--- config.mk ---
export PLATFORM = sky130hd
export DESIGN_NAME = register_file_2r1w
export DESIGN_NICKNAME = d
export VERILOG_FILES = /design/src/rtl/register_file_pkg.sv /design/src/rtl/register_file_clear_seq.sv /design/src/rtl/register_file_2r1w.sv
export SDC_FILE = /design/constraint.sdc
export NUM_CORES = 1
export LEC_CHECK = 0
export CELL_PAD_IN_SITES_DETAIL_PLACEMENT = 1
export CELL_PAD_IN_SITES_GLOBAL_PLACEMENT = 1
export CORE_MARGIN = 10
export CORE_UTILIZATION = 50
export CTS_BUF_LIST = sky130_fd_sc_hd__clkbuf_8 sky130_fd_sc_hd__clkbuf_16
export CTS_CLUSTER_SIZE = 28
export DETAILED_ROUTE_END_ITERATION = 12
export GPL_TIMING_DRIVEN = 1
export PLACE_DENSITY = 0.81
export SYNTH_ARGS = -nofsm -noshare
export SYNTH_HDL_FRONTEND = slang
export SYNTH_HIERARCHICAL = 1
export SYNTH_SLANG_ARGS = --single-unit
--- constraint.sdc ---
create_clock -name clock -period 5.99 [get_ports clock]
set_input_delay 1.198 -clock clock [delete_from_list [all_inputs] [get_ports clock]]
set_output_delay 1.198 -clock clock [all_outputs]
set_load 0.02 [all_outputs]
--- src/rtl/register_file_pkg.sv ---
// Shared types and helpers for the 2-read/1-write register file.
// Holds the clear-sequencer state encoding, default sizes and the
// byte-merge function used by the write path.
package register_file_pkg;

  typedef enum logic {
    CLR_IDLE,
    CLR_RUN
  } clr_state_e;

  localparam int DEF_DATA_W = 8;
  localparam int DEF_DEPTH  = 16;

  // Widest word the merge helper handles; callers zero-extend into it.
  localparam int MERGE_W    = 256;
  localparam int MERGE_BE_W = MERGE_W / 8;

  // Per-byte merge: enabled bytes take new data, disabled bytes keep the
  // old data if the entry was valid, otherwise they read back as zero.
  function automatic logic [MERGE_W-1:0] byte_merge(
    input logic [MERGE_W-1:0]    old_word,
    input logic [MERGE_W-1:0]    new_word,
    input logic [MERGE_BE_W-1:0] be,
    input logic                  old_valid
  );
    logic [MERGE_W-1:0] merged;
    merged = '0;
    for (int k = 0; k < MERGE_BE_W; k++) begin
      if (be[k])         merged[8*k +: 8] = new_word[8*k +: 8];
      else if (old_valid) merged[8*k +: 8] = old_word[8*k +: 8];
      else               merged[8*k +: 8] = 8'h00;
    end
    return merged;
  endfunction

endpackage

--- src/rtl/register_file_clear_seq.sv ---
// Background clear sequencer: walks every entry index once, one per
// cycle, while holding busy high. A clear request while running is ignored.
module register_file_clear_seq
  import register_file_pkg::*;
#(
  parameter int DEPTH  = DEF_DEPTH,
  parameter int ADDR_W = $clog2(DEPTH)
) (
  input  logic              clock,
  input  logic              reset,
  input  logic              clear,
  output logic              busy,
  output logic              clr_en,
  output logic [ADDR_W-1:0] clr_idx
);

  clr_state_e state;

  // NOTE: all sequential state uses non-blocking assignments so every
  // register samples pre-edge values regardless of statement order.
  // Clear FSM: start on request, step the index, finish after the last entry.
  always_ff @(posedge clock) begin
    if (reset) begin
      state   <= CLR_IDLE;
      busy    <= 1'b0;
      clr_idx <= '0;
    end else begin
      case (state)
        CLR_IDLE: begin
          if (clear) begin
            state   <= CLR_RUN;
            busy    <= 1'b1;
            clr_idx <= '0;
          end
        end
        CLR_RUN: begin
          if (clr_idx == ADDR_W'(DEPTH - 1)) begin
            state <= CLR_IDLE;
            busy  <= 1'b0;
          end else begin
            clr_idx <= clr_idx + 1'b1;
          end
        end
        default: begin
          state <= CLR_IDLE;
          busy  <= 1'b0;
        end
      endcase
    end
  end

  // Busy is exactly the set of cycles in which an entry is being cleared.
  assign clr_en = busy;

endmodule

--- src/rtl/register_file_2r1w.sv ---
// DEPTH x DATA_W register file: two registered read ports, one byte-enabled
// write port, per-entry valid bits and a background clear sequencer.
// Optional macro REGISTER_FILE_BYPASS_EN: same-cycle read of the address
// being written returns the merged post-write value instead of the old one.
module register_file_2r1w
  import register_file_pkg::*;
#(
  parameter int DATA_W = DEF_DATA_W,
  parameter int DEPTH  = DEF_DEPTH,
  parameter int ADDR_W = $clog2(DEPTH)
) (
  input  logic                clock,
  input  logic                reset,
  input  logic                wr_en,
  input  logic [ADDR_W-1:0]   wr_addr,
  input  logic [DATA_W-1:0]   wr_data,
  input  logic [DATA_W/8-1:0] wr_be,
  input  logic                rd0_en,
  input  logic [ADDR_W-1:0]   rd0_addr,
  output logic [DATA_W-1:0]   rd0_data,
  output logic                rd0_valid,
  input  logic                rd1_en,
  input  logic [ADDR_W-1:0]   rd1_addr,
  output logic [DATA_W-1:0]   rd1_data,
  output logic                rd1_valid,
  input  logic                clear,
  output logic                busy,
  output logic                wr_drop
);

  logic [DATA_W-1:0] mem [DEPTH];
  logic [DEPTH-1:0]  entry_valid;

  logic              clr_en;
  logic [ADDR_W-1:0] clr_idx;

  logic              wr_accept;
  logic [DATA_W-1:0] wr_merged;

  logic              rd_en_v       [2];
  logic [ADDR_W-1:0] rd_addr_v     [2];
  logic [DATA_W-1:0] rd_data_next  [2];
  logic              rd_valid_next [2];
  logic [DATA_W-1:0] rd_data_q     [2];
  logic              rd_valid_q    [2];

  register_file_clear_seq #(
    .DEPTH  (DEPTH),
    .ADDR_W (ADDR_W)
  ) u_clear_seq (
    .clock   (clock),
    .reset   (reset),
    .clear   (clear),
    .busy    (busy),
    .clr_en  (clr_en),
    .clr_idx (clr_idx)
  );

  // A write with no byte enabled is a no-op and must not set the valid bit.
  assign wr_accept = wr_en && !busy && (|wr_be);
  assign wr_merged = DATA_W'(byte_merge(MERGE_W'(mem[wr_addr]), MERGE_W'(wr_data),
                                        MERGE_BE_W'(wr_be), entry_valid[wr_addr]));

  assign rd_en_v[0]   = rd0_en;
  assign rd_en_v[1]   = rd1_en;
  assign rd_addr_v[0] = rd0_addr;
  assign rd_addr_v[1] = rd1_addr;

  // NOTE: the data array has no reset; valid bits mask stale contents, so the
  // array stays a plain storage block without a reset tree.
  // Storage update: clear sequencer zeroes one entry, or an accepted write lands.
  always_ff @(posedge clock) begin
    if (clr_en)    mem[clr_idx] <= '0;
    if (wr_accept) mem[wr_addr] <= wr_merged;
  end

  // Valid tracking: reset drops everything, clear drops one entry, writes set.
  always_ff @(posedge clock) begin
    if (reset) begin
      entry_valid <= '0;
    end else begin
      if (clr_en)    entry_valid[clr_idx] <= 1'b0;
      if (wr_accept) entry_valid[wr_addr] <= 1'b1;
    end
  end

  // Sticky flag for writes rejected while the clear sequence runs.
  always_ff @(posedge clock) begin
    if (reset)              wr_drop <= 1'b0;
    else if (wr_en && busy) wr_drop <= 1'b1;
  end

  // NOTE: every combinational output gets a default first so no path leaves
  // it unassigned, which would infer a latch.
  // Next read value per port: masked array contents, optionally bypassed.
  always_comb begin
    for (int p = 0; p < 2; p++) begin
      rd_valid_next[p] = entry_valid[rd_addr_v[p]];
      rd_data_next[p]  = entry_valid[rd_addr_v[p]] ? mem[rd_addr_v[p]] : '0;
`ifdef REGISTER_FILE_BYPASS_EN
      if (wr_accept && (rd_addr_v[p] == wr_addr)) begin
        rd_data_next[p]  = wr_merged;
        rd_valid_next[p] = 1'b1;
      end
`endif
    end
  end

  // Read registers: load on enable, otherwise hold.
  always_ff @(posedge clock) begin
    for (int p = 0; p < 2; p++) begin
      if (reset) begin
        rd_data_q[p]  <= '0;
        rd_valid_q[p] <= 1'b0;
      end else if (rd_en_v[p]) begin
        rd_data_q[p]  <= rd_data_next[p];
        rd_valid_q[p] <= rd_valid_next[p];
      end
    end
  end

  assign rd0_data  = rd_data_q[0];
  assign rd0_valid = rd_valid_q[0];
  assign rd1_data  = rd_data_q[1];
  assign rd1_valid = rd_valid_q[1];

endmodule

# [Word level (Yosys, flattened, before mapping)]
# Memories as Yosys holds them, arrays and structs flattened.
# Index checks and enable logic that the tools add are counted.
[op_classes] add_sub_neg=1 order_cmp=6 eq_ne=5 n_mux=45 bitwise=8 n_reduce_logical=10
[ops] operator="8-bit two-way mux" n=7
[ops] operator="16-bit two-way mux" n=3
[ops] operator="1-bit two-way mux" n=24
[ops] operator="4-bit by 5-bit less-than comparator with 1-bit output, second input constant" n=4
[ops] operator="16-bit AND" n=1
[ops] operator="16-bit inverter" n=1
[ops] operator="16-bit bitwise OR" n=1
[ops] operator="1-bit binary-select mux with 4-bit select" n=3
[ops] operator="4-bit two-way mux" n=3
[ops] operator="1-bit demux with 4-bit select" n=2
[ops] operator="4-bit by 1-bit >= comparator with 1-bit output, second input constant" n=2
[ops] operator="2-bit inequality test, second input constant" n=4
[ops] operator="4-bit one-hot mux with 2 select lines" n=1
[ops] operator="8-bit OR reduction" n=1
[ops] operator="2-bit AND reduction" n=3
[ops] operator="1-bit logical AND" n=5
[ops] operator="4-bit by 1-bit adder with 4-bit output, second input constant" n=1
[ops] operator="4-bit == test, second input constant" n=1
[ops] operator="1-bit bitwise OR" n=4
[ops] operator="1-bit one-hot mux with 2 select lines" n=2
[ops] operator="1-bit logical NOT" n=1
[ops] operator="1-bit inverter" n=1
[totals] reg_bits=23 ram_bits=146 inputBits=27 out_inout_bits=20 elab_cells=83 n_memories=3
[memory_table] name="mem" words=16 width=8 rd=2 rd_ports_with_merged_regs=0 wr=1 line="register_file_2r1w.sv:31" source="logic [DATA_W-1:0] mem [DEPTH];"
[memory_table] name="rd_data_q" words=2 width=8 rd=2 rd_ports_with_merged_regs=0 wr=2 line="register_file_2r1w.sv:44" source="logic [DATA_W-1:0] rd_data_q [2];"
[memory_table] name="rd_valid_q" words=2 width=1 rd=2 rd_ports_with_merged_regs=0 wr=2 line="register_file_2r1w.sv:45" source="logic rd_valid_q [2];"

# [Depth between registers and ports, before layout]
[logic_depth] word_depth=10 ltp_mapped=6

# [By module]
# The synthesis kept the hierarchy.
[by_module_without_submodules] module="register_file_2r1w" instances=1 cells_each=578 area_each_um2=8180.3 seq_area_each_um2=4724.5
[by_module_without_submodules] module="register_file_clear_seq" instances=1 cells_each=29 area_each_um2=281.5 seq_area_each_um2=120.1

# [Worst setup path before layout]
# No wires, ideal clock.
[synth_timing] kind="input-to-reg" start="in wr_addr[0]" end="mem mem[11][0] in the netlist's numbering, enable pin" arrival_ns=2.418 slack_ns=3.188 cell_stages=5 path_cell_list="clkbuf_1 xnor2_1 nand4_1 o21bai_1 o21ai_0"
[synth_via] elab_chain_len=6 word_cells_on_any_way=7 cone_classes="eq/ne: 1; mux: 4; reduce/logical: 2"
[synth_rtl] element="start, declared" line="register_file_2r1w.sv:15" source="input logic [ADDR_W-1:0] wr_addr,"
[synth_rtl] element="1-bit binary-select mux with 4-bit select" line="register_file_2r1w.sv:62" source="MERGE_BE_W'(wr_be), entry_valid[wr_addr]));"
[synth_rtl] element="1-bit two-way mux (implied by the code)" line="register_file_2r1w.sv:62"
[synth_rtl] element="2-bit inequality test (no line)"
[synth_rtl] element="2-bit AND reduction (no line)"
[synth_rtl] element="8-bit OR reduction (no line)"
[synth_rtl] element="4-bit two-way mux (no line) or 1-bit two-way mux (tied branches)"
[synth_rtl] element="end, declared" line="register_file_2r1w.sv:31"
# Parallel ways exist; a longest one is shown, timed or not. The select of a mux whose other input is x is not followed.

==> flow_summary.yaml <==
outcome:
  status: "finished, final reports clean"
die:
  die_w_um: 150
  die_area_um2: 22500
  ioPinCount: 47
  rows: 47
  die_h_um: 150
  core_area_um2: 16600
  start_util_pct: 51.0
route:
  drc: 0
  wl_per_cell_um: 31.8
  routed_wl_mm: 27.9
  drt_iter0_drc: 882
  vias_per_cell: 6.95
  via_count: 6088
  first_pass_iters: 6
  ant_nets: 0
synthesis:
  synth-adder-area-share_pct: 0.148
  yosys_warnings: 6
  syn-mean-instance-area_um2: 13.9
  synth_edf_count: 146
  ys_ff_latch: 169
  ys.flop_type: "edfxtp_1"
  synthMuxAreaShare_pct: 19.6
  async_reset_ff_share_pct: 0
  synth_top_area_cell: "edfxtp_1"
  synth-seq-area-share_pct: 57.3
  yosysUniqueCellTypes: 41
  synth_top_family_by_area: "multiplexers"
  syn-instance-count: 607
  synth_area_leaders: "edfxtp_1, mux4_2, nor2_1"
  syn_nets: 635
  synth_xor_area_share_pct: 0.414
  synth_top_area_share_pct: 51.8
  syn_area_um2: 8460
  synthSimpleGateAreaFrac_pct: 10.1
  synth_compound_area_share_pct: 9.71
clock_tree:
  tritoncts: "yes"
  postCtsSetupBuffers: 0
  clock_latency_ns: 0.45
  htree_levels: 4
  clkSinkCount: 169
  cts.path.max_buffers: 2
  clkTransAtPathRegs_ns: 0.06
  cts_buffers: 17
  clockRootBuffer: "clkbuf_16"
  ctsResizeCount: 0
  postCtsHoldBufs: 0
grt:
  antenna_found_initial: 1
  grt.total_usage_pct: 25.2
  grt_max_degree: 28
  grt_pass1_vias: 6264
  grt_overflow_total: 0
  grt_pass1_wl_mm: 41.0
cells_and_area:
  ff_latch_area_um2: 4840
  area_growth_pct: 14.0
  drive_gt1_share_pct: 16.9
  multi_input_area_um2: 3390
  final_common_cell: "edfxtp_1"
  layoutNonFillerInstCount: 876
  n_antenna_cell: 0
  layout_common_cells: "edfxtp_1, nor2_1, mux4_2"
  fillers: 1620
  layout.nets: 671
power_and_ir_drop:
  p_clk_share_pct: 43.6
  power_frac_comb_pct: 8.3
  peakVddDrop_uv: 231
  p_per_area_nw_per_um2: 279
  p_switching_uw: 615
  p_leak_uw: 0.00325
  switching_share_pct: 22.9
  p_seq_share_pct: 48.1
  p_int_uw: 2070
sta:
  period_minus_slack_ns: 3.48
  hold_viol: 0
  rsz0062_at_grt: "false"
  fin_tns_setup_ns: 0
  relSlewSlack_pct: 6.45
  setup_viol: 0
  whs_ns: 0.498
  min_period_over_period_pct: 58.1
  setup_slack_ns: 2.51
  fmax_mhz: 287
  worstMarginPinSlew_ns: 1.39
  fin_skew_ns: 0.0103
  drv_slew: 0
place:
  portBuffers: 46
  dp_worst_setup_slack_ns: 2.05
  dp_cells: 844
  place_congestion: 0.889
  dp_hpwl_mm: 19.7
worst_setup_path:
  crit_path_start_kind: "input pin"
  crit_path_end_kind: "flop"
  crit_type: "input pin to flop"
  cp_max_fo: 27
  arrival_ns: 3.64
  cp_data_required_time_ns: 6.15
run:
  drv_cap: 0
hold_path:
  hold_path_class: "flop to flop"
[area by class of cell]
class | count | share of cell area [%]
clock inverter | 14 | 1.88
clock buffer | 18 | 4.55
sequential | 169 | 50.2
tap | 220 | 2.85
timing repair buffer | 51 | 5.06
multi-input combinational | 396 | 35.1
inverter | 8 | 0.311
[cell usage after synthesis (2+ instances only)]
cell       instances
nand4_1            2
a22oi_2            3
nand3b_1           2
nor3_2             4
mux4_1            13
o21bai_1           4
buf_2              3
edfxtp_1         146
o21ai_0           33
mux2i_1            8
nor2b_1            6
buf_12             2
o2111ai_4          2
nor2_1           141
buf_4              6
nor3_1             2
dfxtp_1           23
buf_6              2
or2_2              3
buf_1              3
inv_1              8
a22oi_1           50
mux4_2            55
nand2_1           23
nand2b_1           3
a21oi_1           19
nand3_1            6
xnor2_1            4
o2111ai_2          2
clkbuf_1          18
[worst max-delay path, cell delays in order]
cell,delay (ns)
clkdlybuf4s50_1,0.93
buf_4,0.50
mux4_1,0.43
o2111ai_4,0.39
a22oi_1,0.18
[path summary, 6_finish.rpt]
| check | startpoint | to | slack, ns | depth (start not counted) |
|---|---|---|---|---|
| setup / recovery | rd1_addr[2] | rd_data_q[1][7] | 2.51 | 5 |
| hold / removal | entry_valid[12] | entry_valid[12] | 0.50 | 2 |
| setup reg to reg | u_clear_seq/busy | mem[12][5] | 3.25 | 3 |
| hold reg to reg | entry_valid[12] | entry_valid[12] | 0.50 | 2 |
[registers in the layout, indices dropped and copies added, names as in the netlist]
| register | flops |
|---|---|
| mem | 128 |
| u_clear_seq/busy | 1 |
| rd_valid_q | 2 |
| u_clear_seq/clr_idx | 4 |
| entry_valid | 16 |
| rd_data_q | 16 |
| wr_drop | 1 |
| u_clear_seq/state | 1 |
[power groups by stage]
stage	Combinational, µW	Clock, µW	Sequential (µW)
floorplan	129	0	1320
global placement	212	0	1320
detailed placement	217	0	1320
CTS	220	1170	1290
global route	232	1210	1290
finish	223	1170	1290
[metal layers]
layer  share of wire [%]  vias to the layer above  track usage (%)  wire (µm)
li1                    -                     2456                -          -
met1                  38                     3139             32.6      10500
met2                  47                      417             39.4      13200
met3                  11                       74             6.48       3150
met4                 3.6                        2             10.9        994
met5               0.025                        -                0          7
[per-stage QoR]
stage | cell area, µm² | power, µW | utilization, %
global placement | 9020 | 1530 | 54.4
finish | 9640 | 2690 | 58.2
global route | 9640 | 2740 | 58.2
floorplan | 8460 | 1450 | -
CTS | 9640 | 2680 | 58.2
detailed placement | 9020 | 1530 | 54.4
[cell families (layout without fill, tap and decap cells)]
kind of cell / count (synthesis) / in the layout
AND/OR/NAND/NOR: 198 / 198
AO/OA/AOI/OAI: 117 / 117
XOR/XNOR: 4 / 4
adder cells (fa/ha/maj): 1 / 1
multiplexers: 76 / 76
flip-flops: 169 / 169
buffers and inverters: 42 / 91
(Power assumes the default switching activity.)
